==> config.mk <==
export PLATFORM = sky130hd
export DESIGN_NAME = nand_gate_in_pipe
export DESIGN_NICKNAME = d
export VERILOG_FILES = /design/src/rtl/nand_gate_in_pipe_pkg.sv /design/src/rtl/nand_gate_in_pipe_fifo.sv /design/src/rtl/nand_gate_in_pipe.sv
export SDC_FILE = /design/constraint.sdc
export NUM_CORES = 1
export LEC_CHECK = 0
export ABC_AREA = 0
export CAP_MARGIN = 5
export CORE_MARGIN = 2
export CORE_UTILIZATION = 32
export DETAILED_ROUTE_END_ITERATION = 6
export MAX_ROUTING_LAYER = met4
export SYNTH_ARGS = -nofsm -noshare
export SYNTH_HDL_FRONTEND = slang
export SYNTH_SLANG_ARGS = --single-unit
export TNS_END_PERCENT = 5
==> constraint.sdc <==
create_clock -name clk -period 2.25 [get_ports clk]
set_input_delay 0.225 -clock clk [delete_from_list [all_inputs] [get_ports clk]]
set_output_delay 0.225 -clock clk [all_outputs]
set_load 0.03 [all_outputs]
==> src/rtl/nand_gate_in_pipe_pkg.sv <==
// -----------------------------------------------------------------------------
// nand_gate_in_pipe_pkg
//   Shared definitions for the buffered NAND front-end stage:
//   - default parameter values for width, FIFO depth and counter width
//   - occupancy state encoding (EMPTY / PARTIAL / FULL)
//   - nand_f(): the bitwise NAND used by the datapath
// -----------------------------------------------------------------------------
package nand_gate_in_pipe_pkg;

   localparam int DEF_WIDTH = 1;
   localparam int DEF_DEPTH = 4;
   localparam int DEF_CNT_W = 16;

   // Occupancy of the result FIFO. Always derived from the level, never
   // from pointer comparison.
   typedef enum logic [1:0] {
      OCC_EMPTY   = 2'd0,
      OCC_PARTIAL = 2'd1,
      OCC_FULL    = 2'd2
   } occ_state_e;

   // Bitwise NAND at the widest supported operand width; callers narrow
   // the result back to their own width.
   function automatic logic [63:0] nand_f(input logic [63:0] a, input logic [63:0] b);
      return ~(a & b);
   endfunction

endpackage

==> src/rtl/nand_gate_in_pipe_fifo.sv <==
// -----------------------------------------------------------------------------
// nand_gate_in_pipe_fifo
//   DEPTH-entry show-ahead result FIFO with an explicit occupancy state
//   machine. Full/empty come from the level, so pointers simply wrap.
//
// Ports:
//   clk        rising-edge clock
//   rst        asynchronous active-high reset (pointers, level, state)
//   push       write request; ignored while FULL
//   pop        read request; ignored while EMPTY
//   wdata      entry written on an accepted push
//   rdata      entry at the read pointer (show-ahead, combinational)
//   level      occupancy 0..DEPTH
//   occ_state  registered occupancy state
// -----------------------------------------------------------------------------
module nand_gate_in_pipe_fifo
   import nand_gate_in_pipe_pkg::*;
#(
   parameter  int WIDTH = DEF_WIDTH,
   parameter  int DEPTH = DEF_DEPTH,
   localparam int PTR_W = $clog2(DEPTH),
   localparam int LVL_W = $clog2(DEPTH) + 1
)
(
   input  logic             clk,
   input  logic             rst,
   input  logic             push,
   input  logic             pop,
   input  logic [WIDTH-1:0] wdata,
   output logic [WIDTH-1:0] rdata,
   output logic [LVL_W-1:0] level,
   output occ_state_e       occ_state
);

   logic [WIDTH-1:0] mem_r [DEPTH];
   logic [PTR_W-1:0] wr_ptr_r;
   logic [PTR_W-1:0] rd_ptr_r;
   logic [LVL_W-1:0] level_r;
   logic [LVL_W-1:0] level_next_s;
   occ_state_e       occ_state_r;
   occ_state_e       occ_next_s;
   logic             wr_en_s;
   logic             rd_en_s;

   // Requests are qualified against our own state so a misbehaving caller
   // can never overrun or underrun the storage.
   assign wr_en_s = push & (occ_state_r != OCC_FULL);
   assign rd_en_s = pop  & (occ_state_r != OCC_EMPTY);

   // Next occupancy: push-only increments, pop-only decrements, both or neither hold.
   always_comb begin
      level_next_s = level_r;
      case ({wr_en_s, rd_en_s})
         2'b10:   level_next_s = level_r + LVL_W'(1);
         2'b01:   level_next_s = level_r - LVL_W'(1);
         default: level_next_s = level_r;
      endcase
   end

   // Next occupancy state, decoded from the next level so state and level
   // never disagree after an edge.
   always_comb begin
      occ_next_s = occ_state_r;
      if (level_next_s == LVL_W'(0)) begin
         occ_next_s = OCC_EMPTY;
      end else if (level_next_s == LVL_W'(DEPTH)) begin
         occ_next_s = OCC_FULL;
      end else begin
         occ_next_s = OCC_PARTIAL;
      end
   end

   // Control state: pointers, level and occupancy state.
   always_ff @(posedge clk or posedge rst) begin
      if (rst) begin
         wr_ptr_r    <= {PTR_W{1'b0}};
         rd_ptr_r    <= {PTR_W{1'b0}};
         level_r     <= {LVL_W{1'b0}};
         occ_state_r <= OCC_EMPTY;
      end else begin
         if (wr_en_s) begin
            wr_ptr_r <= wr_ptr_r + PTR_W'(1);
         end
         if (rd_en_s) begin
            rd_ptr_r <= rd_ptr_r + PTR_W'(1);
         end
         level_r     <= level_next_s;
         occ_state_r <= occ_next_s;
      end
   end

   // Storage array; deliberately not reset, stale entries are unreachable
   // once the level is cleared.
   always_ff @(posedge clk) begin
      if (wr_en_s) begin
         mem_r[wr_ptr_r] <= wdata;
      end
   end

   assign rdata     = mem_r[rd_ptr_r];
   assign level     = level_r;
   assign occ_state = occ_state_r;

endmodule

==> src/rtl/nand_gate_in_pipe.sv <==
// -----------------------------------------------------------------------------
// nand_gate_in_pipe
//   Buffered NAND front-end stage. Operand pairs accepted on the input
//   handshake are reduced to y = ~(a & b) at acceptance and queued; results
//   leave through the output handshake in order.
//
// Ports:
//   clk        rising-edge clock
//   rst        asynchronous active-high reset
//   in_valid   operand pair valid
//   in_ready   stage can accept (not full)
//   in_a/in_b  operands
//   out_valid  result available (not empty)
//   out_ready  downstream accepts the result
//   out_y      head result; zero while empty
//   level      occupancy 0..DEPTH
//   txn_count  number of results popped, wraps silently
// -----------------------------------------------------------------------------
module nand_gate_in_pipe
   import nand_gate_in_pipe_pkg::*;
#(
   parameter  int WIDTH = DEF_WIDTH,
   parameter  int DEPTH = DEF_DEPTH,
   parameter  int CNT_W = DEF_CNT_W,
   localparam int LVL_W = $clog2(DEPTH) + 1
)
(
   input  logic             clk,
   input  logic             rst,
   input  logic             in_valid,
   output logic             in_ready,
   input  logic [WIDTH-1:0] in_a,
   input  logic [WIDTH-1:0] in_b,
   output logic             out_valid,
   input  logic             out_ready,
   output logic [WIDTH-1:0] out_y,
   output logic [LVL_W-1:0] level,
   output logic [CNT_W-1:0] txn_count
);

   occ_state_e       occ_state_s;
   logic             push_s;
   logic             pop_s;
   logic [WIDTH-1:0] nand_s;
   logic [WIDTH-1:0] head_s;
   logic [CNT_W-1:0] txn_count_r;

   // Handshake outputs come straight from the registered occupancy state;
   // in_ready deliberately ignores out_ready (no pass-through when full).
   assign in_ready  = (occ_state_s != OCC_FULL);
   assign out_valid = (occ_state_s != OCC_EMPTY);
   assign push_s    = in_valid & in_ready;
   assign pop_s     = out_valid & out_ready;

   assign nand_s = WIDTH'(nand_f(64'(in_a), 64'(in_b)));

   nand_gate_in_pipe_fifo #(
      .WIDTH (WIDTH),
      .DEPTH (DEPTH)
   ) u_fifo (
      .clk       (clk),
      .rst       (rst),
      .push      (push_s),
      .pop       (pop_s),
      .wdata     (nand_s),
      .rdata     (head_s),
      .level     (level),
      .occ_state (occ_state_s)
   );

   // Head result is masked to zero while empty so stale storage never leaks.
   always_comb begin
      out_y = {WIDTH{1'b0}};
      if (out_valid) begin
         out_y = head_s;
      end else begin
         out_y = {WIDTH{1'b0}};
      end
   end

   // Completed-transaction counter, one step per accepted pop.
   always_ff @(posedge clk or posedge rst) begin
      if (rst) begin
         txn_count_r <= {CNT_W{1'b0}};
      end else if (pop_s) begin
         txn_count_r <= txn_count_r + CNT_W'(1);
      end
   end

   assign txn_count = txn_count_r;

endmodule

==> impl_metrics.toml <==
[placed_design]
pre_cts_slack_ns = 0.1238
gp_congestion = 0.7275
dp_hpwl_mm = 1.952
numPortBuffers = 27
place_area_um2 = 1694

[synth]
synth_cell_type_count = 24
synth_cells = 113
ys_seq_elements = 29
yosys_warnings = 0
synth_area_um2 = 1339
ys_seq_area_share_pct = 55.70
avgSynthCellArea_um2 = 11.85
syn_nets = 126

[sta]
finalSetupViolations = 0
min_period_ns = 2.165
tightest_slew_ns = 0.5211
hold_ws_ns = 0.2941
report.final.slew_viol_count = 0
relSlewSlack_pct = 65.00
tns_ns = 0
setup_ws_ns = 0.08504
rsz0062_at_grt = "no"
fin_skew_ns = 0.002326
fmaxAchievable_ghz = 0.4619
hold_viol_final = 0
fin_crit_sh_pct = 96.22

[grt]
grt_pass1_wl_mm = 4.547
grt_util_met2_pct = 22.00
grt_max_degree = 26
track_usage_pct = 14.13
use_met1_pct = 16.01
grtUsageMet3_pct = 3.896
grt_overflow_total = 0
grt_busiest_layer = "met2"
antenna_found_initial = 0
grt_pass1_vias = 1003

[pwr]
swShare_pct = 38.03
pwr_density_cell_nw_per_um2 = 1204
seqPwrFrac_pct = 39.8
switching_power_mw = 0.8150
p_comb_share_pct = 40.3
power_frac_clock_pct = 19.8
peakVddDrop_mv = 0.5974
power.internal_mw = 1.328
p_leak_nw = 0.7840
total_power_mw = 2.143

[cts]
cts.sinks = 29
tritoncts = "done"
insertion_delay_ns = 0.28
cts_buffer_depth = 2
cts-hold-fix-buffers = 0
ctsRootBufferMaster = "clkbuf_8"
clk_pin_slew_ns = 0.06
cts_htree_levels = 2
cts_resized = 0
cts_setup_buffers = 0
numCtsBuffers = 5

[final_layout]
drive_above_1_share_pct = 10.00
stdcell_area_um2 = 1780
areaGrowthSynthToFinish_pct = 32.99
fill_cells = 370
diodes = 0
fin_nets = 163

[drt]
vias_per_cell = 4.715
postRouteAntennaNets = 0
wl_mm = 2.620
first_iter_violations = 36
num_vias = 943
wl_per_cell_um = 13.10
dr.pass1.iters = 4
route.detailed.drc = 0

[setup_path]
cp_max_fo = 3
reg2regPathDepth = 9
r2r-end = "u_fifo.occ_state[1]$_DFF_PP0_"
cp.required_ns = 2.03
reg2reg_from = "u_fifo.occ_state[0]$_DFF_PP0_"
rrSetupSlack_ns = 0.17
path_class = "flip-flop to primary output"
cp-end-kind = "primary output"
worstSetupStartpoint = "u_fifo.rd_ptr_r[0]$_DFFE_PP0P_"
cp-start-kind = "flip-flop"
arrival_ns = 1.94

[die]
ioPinCount = 28
dieArea_um2 = 4717
start_util_pct = 33.47
die_height_um = 68.68
die_w_um = 68.68
coreArea_um2 = 4000
row_count = 23

[flow_run]
max_cap_violations = 0

[worst_hold_path]
hold_class = "input pin to async pin"

[outcome]
status = "finished, final reports clean"
## worst max-delay path: stages (launching register included)
cell and delay (ns):
dfrtp_1 0.40, mux4_2 0.51, and2_1 0.17, clkdlybuf4s50_1 0.58
## per-stage QoR
stage	util [%]	cells
after floorplan	-	113
after global placement	42.35	193
after detailed placement	42.35	193
after CTS	44.51	200
after global routing	44.51	200
final	44.51	200
## routing by layer
layer  wire (um)  vias up
li1            -      454
met1        1147      452
met2        1265       29
met3         135        8
met4          72        0
met5           0        -
## layout by cell type, fill, tap and decap left out, types with 6 or more instances in the layout
cell type        synthesis  final
and3_1                   6      6
clkbuf_8                 0      6
clkdlybuf4s50_1          0     27
dfrtp_1                 25     25
ha_1                     6      6
inv_1                    9      9
nand2_1                 11     11
nand4_1                  8      8
xnor2_1                 16     16
## synth_stat cells
master / count / share of area, %
nand2b_1: 1 / 0.47
fa_1: 1 / 1.5
and4_1: 1 / 0.65
dfrtp_1: 25 / 47
nor2b_1: 1 / 0.47
xnor2_1: 16 / 10
inv_1: 9 / 2.5
nand2_1: 11 / 3.1
and2_1: 1 / 0.47
and3_1: 6 / 2.8
edfxtp_1: 4 / 9.0
nand4_1: 8 / 3.7
xor2_1: 5 / 3.3
nand3_1: 2 / 0.75
o21ai_2: 1 / 0.65
mux4_2: 1 / 1.7
or2_2: 1 / 0.47
ha_1: 6 / 5.6
nor3_1: 3 / 1.1
nand3_2: 1 / 0.75
or4_4: 1 / 0.84
a21oi_1: 2 / 0.75
mux2_2: 1 / 0.84
nor2_1: 5 / 1.4
## area by class of cell
cell class                      count  area (um^2)  area share (%)
Clock buffer                        7        86.33           4.849
Sequential cell                    29        745.7           41.88
Multi-Input combinational cell     75        559.3           31.41
Timing Repair Buffer               30        292.8           16.44
Inverter                            9        33.78           1.897
Tap cell                           50        62.56           3.514
## power by group through the flow
stage | clock, mW | sequential [mW] | combinational (mW)
global route | 0.464 | 0.877 | 0.961
global placement | 0 | 0.853 | 0.852
CTS | 0.442 | 0.855 | 0.878
detailed placement | 0 | 0.858 | 0.879
finish | 0.425 | 0.854 | 0.865
floorplan | 0 | 0.987 | 0.410
## how the worst max path moves through the flow
stage                                    end  slack (ns)  cells after the start
4_1_cts                                out_y        0.06                      3
6_report                               out_y        0.09                      3
3_5_place_dp   u_fifo.occ_state[1]$_DFF_PP0_        0.12                     10
5_1_grt                                out_y        0.02                      3
3_3_place_gp   u_fifo.occ_state[1]$_DFF_PP0_        0.19                     10
2_1_floorplan  u_fifo.occ_state[1]$_DFF_PP0_        0.16                      9
## flip-flops by register name, indices dropped and copies added, names as in the netlist
register / count
u_fifo.rd_ptr_r: 2
u_fifo.wr_ptr_r: 2
txn_count: 16
u_fifo.mem_r: 4
u_fifo.occ_state: 2
u_fifo.level: 3
## cells by family (layout without fill, tap and decap cells)
logic type                 after synthesis  count (layout)  synth area share (%)
AOI/OAI and AO/OA                        3               3                 1.402
xor gates and xnor gates                21              21                 13.74
adders and majority gates                7               7                 7.103
buffers and inverters                    9              46                 2.523
DFF                                     29              29                 55.70
muxes                                    2               2                 2.523
and+or+nand+nor                         42              42                 17.01
No activity file was read; power rests on OpenSTA's default activity.
